`config.mk`:
```
export PLATFORM = sky130hd
export DESIGN_NAME = hvac_load_arbiter_flat
export DESIGN_NICKNAME = d
export VERILOG_FILES = /design/src/rtl/hvac_load_arbiter_pkg.sv /design/src/rtl/hvac_load_arbiter_if.sv /design/src/rtl/hvac_load_arbiter_second_tick.sv /design/src/rtl/hvac_load_arbiter.sv /design/src/flat_wrapper.sv
export SDC_FILE = /design/constraint.sdc
export NUM_CORES = 1
export LEC_CHECK = 0
export BUFFER_PORTS_ARGS = -buffer_cell sky130_fd_sc_hd__buf_4
export CORE_UTILIZATION = 45
export CTS_CLUSTER_DIAMETER = 30
export DETAILED_ROUTE_END_ITERATION = 8
export SLEW_MARGIN = 0
export SYNTH_ARGS = -nofsm -noshare
export SYNTH_HDL_FRONTEND = slang
export SYNTH_SLANG_ARGS = --single-unit
export TNS_END_PERCENT = 20
```
`constraint.sdc`:
```
create_clock -name clock -period 5.9 [get_ports clock]
set_input_delay 1.18 -clock clock [delete_from_list [all_inputs] [get_ports clock]]
set_output_delay 1.18 -clock clock [all_outputs]
set_load 0.03 [all_outputs]
```
`src/rtl/hvac_load_arbiter_pkg.sv`:
```
// hvac_load_pkg: shared load indices, zone mapping and load state encoding for HVAC power arbitration
package hvac_load_pkg;
  localparam int NUM_LOADS = 4;
  localparam int NUM_ZONES = 2;
  localparam int LD_AC1 = 0;
  localparam int LD_AC2 = 1;
  localparam int LD_HT1 = 2;
  localparam int LD_HT2 = 3;
  typedef enum logic [1:0] {LOCK, IDLE, ON} load_state_t;
  function automatic int zone_of(input int ld);
    return ld % NUM_ZONES;
  endfunction
  function automatic bit is_heat(input int ld);
    return ld >= LD_HT1;
  endfunction
  function automatic int ac_of_zone(input int z);
    return z == 0 ? LD_AC1 : LD_AC2;
  endfunction
endpackage

```
`src/rtl/hvac_load_arbiter_if.sv`:
```
// hvac_load_arbiter_if: request/shed inputs and relay/status outputs between master control and the arbiter
interface hvac_load_arbiter_if;
  import hvac_load_pkg::*;
  logic [NUM_LOADS-1:0] req;
  logic [NUM_ZONES-1:0] shed;
  logic [NUM_LOADS-1:0] grant;
  logic [NUM_LOADS-1:0] lockout;
  logic busy;
  modport master(output req, shed, input grant, lockout, busy);
  modport slave(input req, shed, output grant, lockout, busy);
endinterface

```
`src/rtl/hvac_load_arbiter_second_tick.sv`:
```
// second_tick: CLK_HZ prescaler producing a one-clock pulse once per second
module second_tick #(
  parameter int CLK_HZ = 33_000
) (
  input  logic clock,
  input  logic reset,
  output logic tick
);
  localparam int W = CLK_HZ > 1 ? $clog2(CLK_HZ) : 1;
  logic [W-1:0] cnt;
  assign tick = cnt == W'(CLK_HZ - 1);
  always_ff @(posedge clock or posedge reset)
    if (reset) cnt <= '0;
    else cnt <= tick ? '0 : cnt + W'(1);
endmodule

```
`src/rtl/hvac_load_arbiter.sv`:
```
// hvac_load_arbiter: shares limited coach power between four HVAC loads with min-off, stagger, cap and shed
module hvac_load_arbiter
  import hvac_load_pkg::*;
#(
  parameter int CLK_HZ    = 33_000,
  parameter int MIN_OFF_S = 180,
  parameter int STAGGER_S = 5,
  parameter int MAX_LOADS = 2
) (
  input logic clock,
  input logic reset,
  hvac_load_arbiter_if.slave bus
);
  localparam int CW = MIN_OFF_S > 0 ? $clog2(MIN_OFF_S + 1) : 1;
  localparam int SW = STAGGER_S > 0 ? $clog2(STAGGER_S + 1) : 1;
  localparam int PW = $clog2(NUM_LOADS);
  logic tick;
  logic [NUM_LOADS-1:0] elig, leave, on, lock, sel;
  logic [PW-1:0] ptr, ptr_nx, idx;
  logic [SW-1:0] stag, stag_nx;
  logic found, room;
  int active;
  second_tick #(.CLK_HZ(CLK_HZ)) u_tick (.clock(clock), .reset(reset), .tick(tick));
  for (genvar i = 0; i < NUM_LOADS; i++) begin : g_load
    localparam bit HEAT = is_heat(i);
    localparam int AC = ac_of_zone(zone_of(i));
    load_state_t state, state_nx;
    logic [CW-1:0] cnt, cnt_nx;
    logic drop;
    // a heater yields to its zone's AC whenever that AC is requested
    assign drop = !bus.req[i] || bus.shed[zone_of(i)] || (HEAT && bus.req[AC]);
    assign elig[i] = state == IDLE && !drop;
    assign leave[i] = state == ON && drop;
    assign on[i] = state == ON;
    assign lock[i] = state == LOCK;
    always_ff @(posedge clock or posedge reset)
      if (reset) begin
        state <= LOCK;
        cnt <= CW'(MIN_OFF_S);
      end else begin
        state <= state_nx;
        cnt <= cnt_nx;
      end
    always_comb begin
      state_nx = state;
      cnt_nx = cnt;
      unique case (state)
        LOCK: begin
          state_nx = (cnt == '0 || (tick && cnt == CW'(1))) ? IDLE : LOCK;
          cnt_nx = (tick && cnt != '0) ? cnt - CW'(1) : cnt;
        end
        IDLE: state_nx = sel[i] ? ON : IDLE;
        ON: begin
          state_nx = leave[i] ? LOCK : ON;
          cnt_nx = leave[i] ? CW'(MIN_OFF_S) : cnt;
        end
        default: state_nx = LOCK;
      endcase
    end
  end
  // loads leaving this cycle free their slot for a same-cycle grant
  assign active = int'($countones(on)) - int'($countones(leave));
  assign room = stag == '0 && active < MAX_LOADS;
  always_comb begin
    sel = '0;
    found = 1'b0;
    idx = '0;
    ptr_nx = ptr;
    for (int k = 0; k < NUM_LOADS; k++) begin
      idx = ptr + PW'(k);
      if (room && !found && elig[idx]) begin
        sel[idx] = 1'b1;
        found = 1'b1;
        ptr_nx = idx + PW'(1);
      end
    end
    stag_nx = found ? SW'(STAGGER_S) : (tick && stag != '0) ? stag - SW'(1) : stag;
  end
  always_ff @(posedge clock or posedge reset)
    if (reset) begin
      ptr <= '0;
      stag <= '0;
    end else begin
      ptr <= ptr_nx;
      stag <= stag_nx;
    end
  assign bus.grant = on;
  assign bus.lockout = lock;
  assign bus.busy = stag != '0;
endmodule
```
`src/flat_wrapper.sv`:
```
// flat-port wrapper written by rule: the top's interface ports become plain ports
module hvac_load_arbiter_flat import hvac_load_pkg::*;
#(
  parameter int CLK_HZ    = 33_000,
  parameter int MIN_OFF_S = 180,
  parameter int STAGGER_S = 5,
  parameter int MAX_LOADS = 2
)
  (clock, reset, bus_req, bus_shed, bus_grant, bus_lockout, bus_busy);
  hvac_load_arbiter_if bus_i ();
  input logic clock;
  input logic reset;
  input wire logic [$bits(bus_i.req)-1:0] bus_req;
  input wire logic [$bits(bus_i.shed)-1:0] bus_shed;
  output wire logic [$bits(bus_i.grant)-1:0] bus_grant;
  output wire logic [$bits(bus_i.lockout)-1:0] bus_lockout;
  output wire logic [$bits(bus_i.busy)-1:0] bus_busy;
  assign bus_i.req = bus_req;
  assign bus_i.shed = bus_shed;
  assign bus_grant = bus_i.grant;
  assign bus_lockout = bus_i.lockout;
  assign bus_busy = bus_i.busy;
  hvac_load_arbiter #(.CLK_HZ(CLK_HZ), .MIN_OFF_S(MIN_OFF_S), .STAGGER_S(STAGGER_S), .MAX_LOADS(MAX_LOADS)) u_core (.clock(clock), .reset(reset), .bus(bus_i));
endmodule
```
---- Word level (Yosys, flattened, before mapping) ----
Index checks and enable logic that the tools add are counted.
storage, ports and cells
  register bits after elaboration ......... 61
  word-level logic and storage cells ...... 196
operators by class
  $add $sub $neg .......................... 19
  order comparisons ....................... 9
  equal/unequal tests ..................... 21
  muxes and demuxes ....................... 59
  bitwise operators ....................... 3
  reduce and logical (&&, ||, !) cells .... 74
operators by type and width
  kind                     count
  $add A32 B32 Y32         2
  $mux W8                  8
  $pmux W8 S2              4
  $eq A8 B1 Y1 const B     4
  $logic_not A8 Y1         4
  $lt A32 B3 Y1 const B    1
  $reduce_bool A8 Y1       4
  $sub A32 B32 Y32         1
  $sub A8 B1 Y8 const B    4
  $logic_and A1 B1 Y1      29
  $mux W2                  12
  $pmux W2 S3              4
  $add A16 B1 Y16 const B  1
  $eq A16 B16 Y1 const B   1
  $mux W1                  16
  $mux W16                 1
  $mux W4                  4
  $ne A2 B1 Y1 const B     8
  $lt A2 B3 Y1 const B     4
  $or A4 B4 Y4             3
  $reduce_and A3 Y1        4
  $logic_not A1 Y1         11
  $logic_or A1 B1 Y1       10
  $reduce_bool A2 Y1       5
  other kinds (14)         40

---- Longest topological paths before layout ----
  word-level depth ........................ 25
  mapped depth ............................ 17
  depth with buffers taken out ............ 17

---- Modules after synthesis ----
From an unflattened synthesis, not the netlist that was laid out.
second synthesis, totals
  cell total of the unflattened synthesis .. 407
  area, all modules ....................... 3,963.8 sq um
modules (own cells, without submodules)
  module             times used  cells an instance  area each (sq um)  seq. area each (sq um)
  hvac_load_arbiter  1           340                3,213.1            1,146.1
  second_tick        1           67                 750.7              400.4

---- Worst setup path before layout ----
No wires, ideal clock.
  kind .................................... input -> register
  start ................................... input bus_shed[0]
  end ..................................... register u_core.g_load[1].state[1]
  setup time .............................. 122 ps
  data arrival time ....................... 5,465 ps
  data required time ...................... 5,778 ps
  path slack .............................. 313 ps
  cell stages on the path ................. 17
  path buffers ............................ 1
  cell sequence ........................... or3b_2 -> buf_2 -> nand2_1 -> inv_1 -> ha_1 -> fa_1 -> fa_1 -> nand2b_1 -> fa_1 -> inv_1 -> fa_1 -> inv_1 -> a32o_1 -> and3_1 -> a32o_1 -> or3_1 -> a32o_1
between the ends
  cells in the longest elaborated chain, start to end .. 24
  elaborated cells on any way between the ends .. 45
  classes of those cells .................. add/sub (4); order compare (1); mux (17); bitwise (3); reduce/logical (20)
RTL lines
  item                                    line                     RTL
  start: declaration                      flat_wrapper.sv:14       input wire logic [$bits(bus_i.shed)-1:0] bus_shed;
  $logic_or A1 B1 Y1 (2 in series)        hvac_load_arbiter.sv:31  assign drop = !bus.req[i] || bus.shed[zone_of(i)] || (HEAT && bus.req[AC]);
  $logic_and A1 B1 Y1                     hvac_load_arbiter.sv:33  assign leave[i] = state == ON && drop;
  $add A1 B1 Y2 (implied by the code)     hvac_load_arbiter.sv:62  assign active = int'($countones(on)) - int'($countones(leave));
  $add A32 B32 Y32 (implied by the code)  hvac_load_arbiter.sv:62
  $sub A32 B32 Y32                        hvac_load_arbiter.sv:62
  $lt A32 B3 Y1                           hvac_load_arbiter.sv:63  assign room = stag == '0 && active < MAX_LOADS;
  $logic_and A1 B1 Y1                     hvac_load_arbiter.sv:63
  $logic_and A1 B1 Y1                     hvac_load_arbiter.sv:71  if (room && !found && elig[idx]) begin
  [6 not listed]                          --
  $logic_and A1 B1 Y1 (2 in series)       hvac_load_arbiter.sv:71
  $mux W1                                 hvac_load_arbiter.sv:71
  $logic_not A1 Y1                        hvac_load_arbiter.sv:71
  $logic_and A1 B1 Y1 (2 in series)       hvac_load_arbiter.sv:71
  $mux W4 (*)                             hvac_load_arbiter.sv:71
  $mux W2 (*)                             hvac_load_arbiter.sv:52  IDLE: state_nx = sel[i] ? ON : IDLE;
  $pmux W2 S3 (*)                         hvac_load_arbiter.sv:47  unique case (state)
  net u_core.g_load[1].state_nx[1]        hvac_load_arbiter.sv:27  load_state_t state, state_nx;
  end signal: assignment                  hvac_load_arbiter.sv:41  state <= state_nx;
  end: declaration                        hvac_load_arbiter.sv:27
The timed path passes the listed nets; every way through them passes the cells marked *. The select of a mux whose other input is x is not followed.
A chain may end at the register's enable or synchronous reset.

---- Final worst setup path ----
  start ................................... input bus_shed[1]
  end ..................................... register u_core.g_load[1].state[0]
Same word-level chain as after synthesis.

==> metrics.md <==
| Metric | Value |
|---|---|
| Largest net degree at the start of global routing | 62 |
| Share of cells above drive strength 1 | 15.4% |
| CORE AREA | 8720 sq um |
| Rel. slew slack | 30.6% |
| Routed WL | 8730 um |
| #FFs+latches synth | 61 |
| Via count of the first global-routing pass | 3,102 |
| Count of final max-slew check failures | 0 |
| Post-synth top area cell | dfrtp_1 |
| Post-Syn Area | 4060 sq um |
| Clock skew | 0.0118 ns |
| CTS tree | yes |
| Cells resized by post-CTS repair | 0 |
| GRT Residual Overflow | 0 |
| Starting Density | 46.6% |
| Hold_buf cts | 0 |
| Ys flop type | dfrtp_1 |
| Setup crit end kind | flop |
| Total number of vias | 3,212 |
| Synth-to-Final Area Change | 11.3% |
| WP data required | 6.12 ns |
| Multi-input gate area | 2350 sq um |
| CP max stage cell | fa_1 |
| F_max | 185 MHz |
| CP top delay family | adder cells |
| Syn nets | 469 |
| DRT Pass-1 Iters | 5 |
| Sw frac | 23.8% |
| DRT iter0 DRCs | 279 |
| Comb power frac | 4.4% |
| Max VDD drop | 0.0931 mV |
| I/O pin count | 17 |
| Critical path type | in -> reg |
| Sequential share of the synthesized area | 38.1% |
| Port Buffers | 16 |
| Tightest Pin Transition | 1.03 ns |
| First-pass GRT wire length | 15,200 um |
| Nature of the critical path startpoint | primary input |
| Total CTS buffers | 9 |
| Synth Instances | 430 |
| Final #Nets | 496 |
| Reg clk slew, reported paths | 0.07 ns |
| Post-route ant nets | 0 |
| Internal power | 0.618 mW |
| Async SR Flop Fraction | 100% |
| FF-to-FF setup slack | 1.06 ns |
| WL per Instance | 15.3 um |
| Area of the die | 9410 sq um |
| Clock sink count | 61 |
| Synth cell count leaders | dfrtp_1 (45), nand2_1 (41), inv_1 (38) |
| Cell mode on critical path | fa_1 |
| Worst hold path type | reg -> reg |
| Number of synthesized flops with an enable pin | 0 |
| RSZ-0062 raised after global routing | false |
| Die height | 97.0 um |
| Final Core Density | 51.9% |
| # diodes | 0 |
| Max incr delay on CP | 0.55 ns |
| Reg power frac | 51.7% |
| Die Wd | 97.0 um |
| GPL Wtd Cong | 0.916 |
| Clock Latency Late Sink | 0.34 ns |
| Gr usage total | 20.3% |
| Final Hold Fails | 0 |
| Clock root buffer master | clkbuf_8 |
| # rows | 34 |
| Power Density | 179 nW/um^2 |
| Arrival @ worst endpoint | 5.64 ns |
| Setup TNS | 0 ns |
| # Max-Cap Violations | 0 |
| Post-DP HPWL | 6370 um |
| Period minus WS final | 5.42 ns |
| Sw power | 0.193 mW |
| Avg Cell Area, Syn | 9.45 sq um |
| H-tree level count | 3 |
| Fin crit share | 91.8% |
| CP Buf/Inv Count | 4 |
| CP Cell Sequence | buf_4, or3b_2, nand2_1, inv_1, ha_1, fa_1, fa_1, nand2b_1, fa_1, inv_1, fa_1, inv_1, a32o_1, and3_1, a32o_1, or3_1, o32ai_1 |
| Yosys warning count | 0 |
| Status | finished clean |
| Reg area | 1550 sq um |
| Most frequent cell after synthesis | dfrtp_1 |
| Clock group share of total power | 43.9% |
| Longest Clk Path Bufs | 2 |
| Synth area leaders | dfrtp_1 (28%), dfstp_2 (10%), ha_1 (8.0%) |
| Cell leakage power | 1.83 nW |
| Synth unique cells | 62 |
| Setup-failing EPs final | 0 |
| DR vias/cell | 5.64 |
| Top cell type's share of synthesized area | 27.7% |
| Crit-path max FO | 5 |
| Post-CTS Setup Bufs | 0 |
| Detailed-route DRC error count | 0 |
| Antenna violations before repair | 0 |
| Layout fillers | 815 |
-- flip-flops by register name, summed over array words and instances (netlist names) --
signal               cells
u_core.g_load.cnt       32
u_core.stag              3
u_core.ptr               2
u_core.u_tick.cnt       16
u_core.g_load.state      8
-- kinds of logic (layout without fill, tap and decap cells) --
family / Yosys count / count (layout) / synth area share (%)
AOI/OAI and AO/OA: 63 / 63 / 10.7
xor gates and xnor gates: 36 / 36 / 7.76
adders and majority gates: 31 / 31 / 10.5
buffers and inverters: 44 / 76 / 4.22
DFF: 61 / 61 / 38.1
muxes: 7 / 7 / 2.68
and+or+nand+nor: 188 / 188 / 26.1
-- power groups by stage --
stage | combinational, mW | clock (mW) | sequential, mW
floorplan | 0.0224 | 0 | 0.427
global placement | 0.0359 | 0 | 0.427
detailed placement | 0.0357 | 0 | 0.427
CTS | 0.0360 | 0.366 | 0.419
global route | 0.0399 | 0.391 | 0.419
finish | 0.0356 | 0.356 | 0.419
-- layer usage --
layer,vias up,track usage [%],wire (um)
met1,1568,30.0,4400
met3,6,4.26,445
met5,-,0,0
met2,56,30.1,3840
met4,0,5.51,53
li1,1582,-,-
-- path summary, 6_finish.rpt --
path | start | depth (start not counted) | end
hold reg to reg | u_core.u_tick.cnt[0] | 1 | u_core.u_tick.cnt[0]
min in group asynchronous | reset | 3 | u_core.g_load[0].cnt[6]
max in group asynchronous | reset | 3 | u_core.g_load[3].state[1]
setup / recovery | bus_shed[1] | 17 | u_core.g_load[1].state[0]
hold / removal | u_core.u_tick.cnt[0] | 1 | u_core.u_tick.cnt[0]
setup reg to reg | u_core.g_load[1].state[1] | 16 | u_core.g_load[1].state[0]
-- per-stage QoR --
stage / setup slack, ns / area (sq um) / std cells / hold slack (ns) / total power, mW
final: 0.482 / 4520 / 570 / 0.504 / 0.811
after global routing: 0.326 / 4520 / 570 / 0.532 / 0.850
after CTS: 0.499 / 4520 / 570 / 0.502 / 0.821
after detailed placement: 0.174 / 4340 / 554 / 0.492 / 0.462
after global placement: 0.278 / 4340 / 554 / 0.481 / 0.463
after floorplan: 0.313 / 4060 / 430 / 0.455 / 0.449
-- final cells by class --
| class | count | share of cell area [%] |
|---|---|---|
| well taps | 108 | 2.99 |
| flip-flops and latches | 61 | 34.2 |
| clock inverters | 3 | 0.442 |
| repair buffers | 22 | 3.65 |
| inverters | 38 | 3.15 |
| multi-input cells | 325 | 51.9 |
| clock buffers | 13 | 3.73 |
-- placed cells by master, fill, tap and decap left out, types with 12 or more instances in the layout --
cell type  count
o21ai_0       16
a21oi_1       12
nor2_1        33
xnor2_1       22
ha_1          26
nand2_1       41
buf_4         22
inv_1         37
xor2_1        14
nor3_1        17
nand3_1       25
dfrtp_1       45
dfstp_2       16
clkbuf_8      12
No activity file was read; power rests on OpenSTA's default activity.
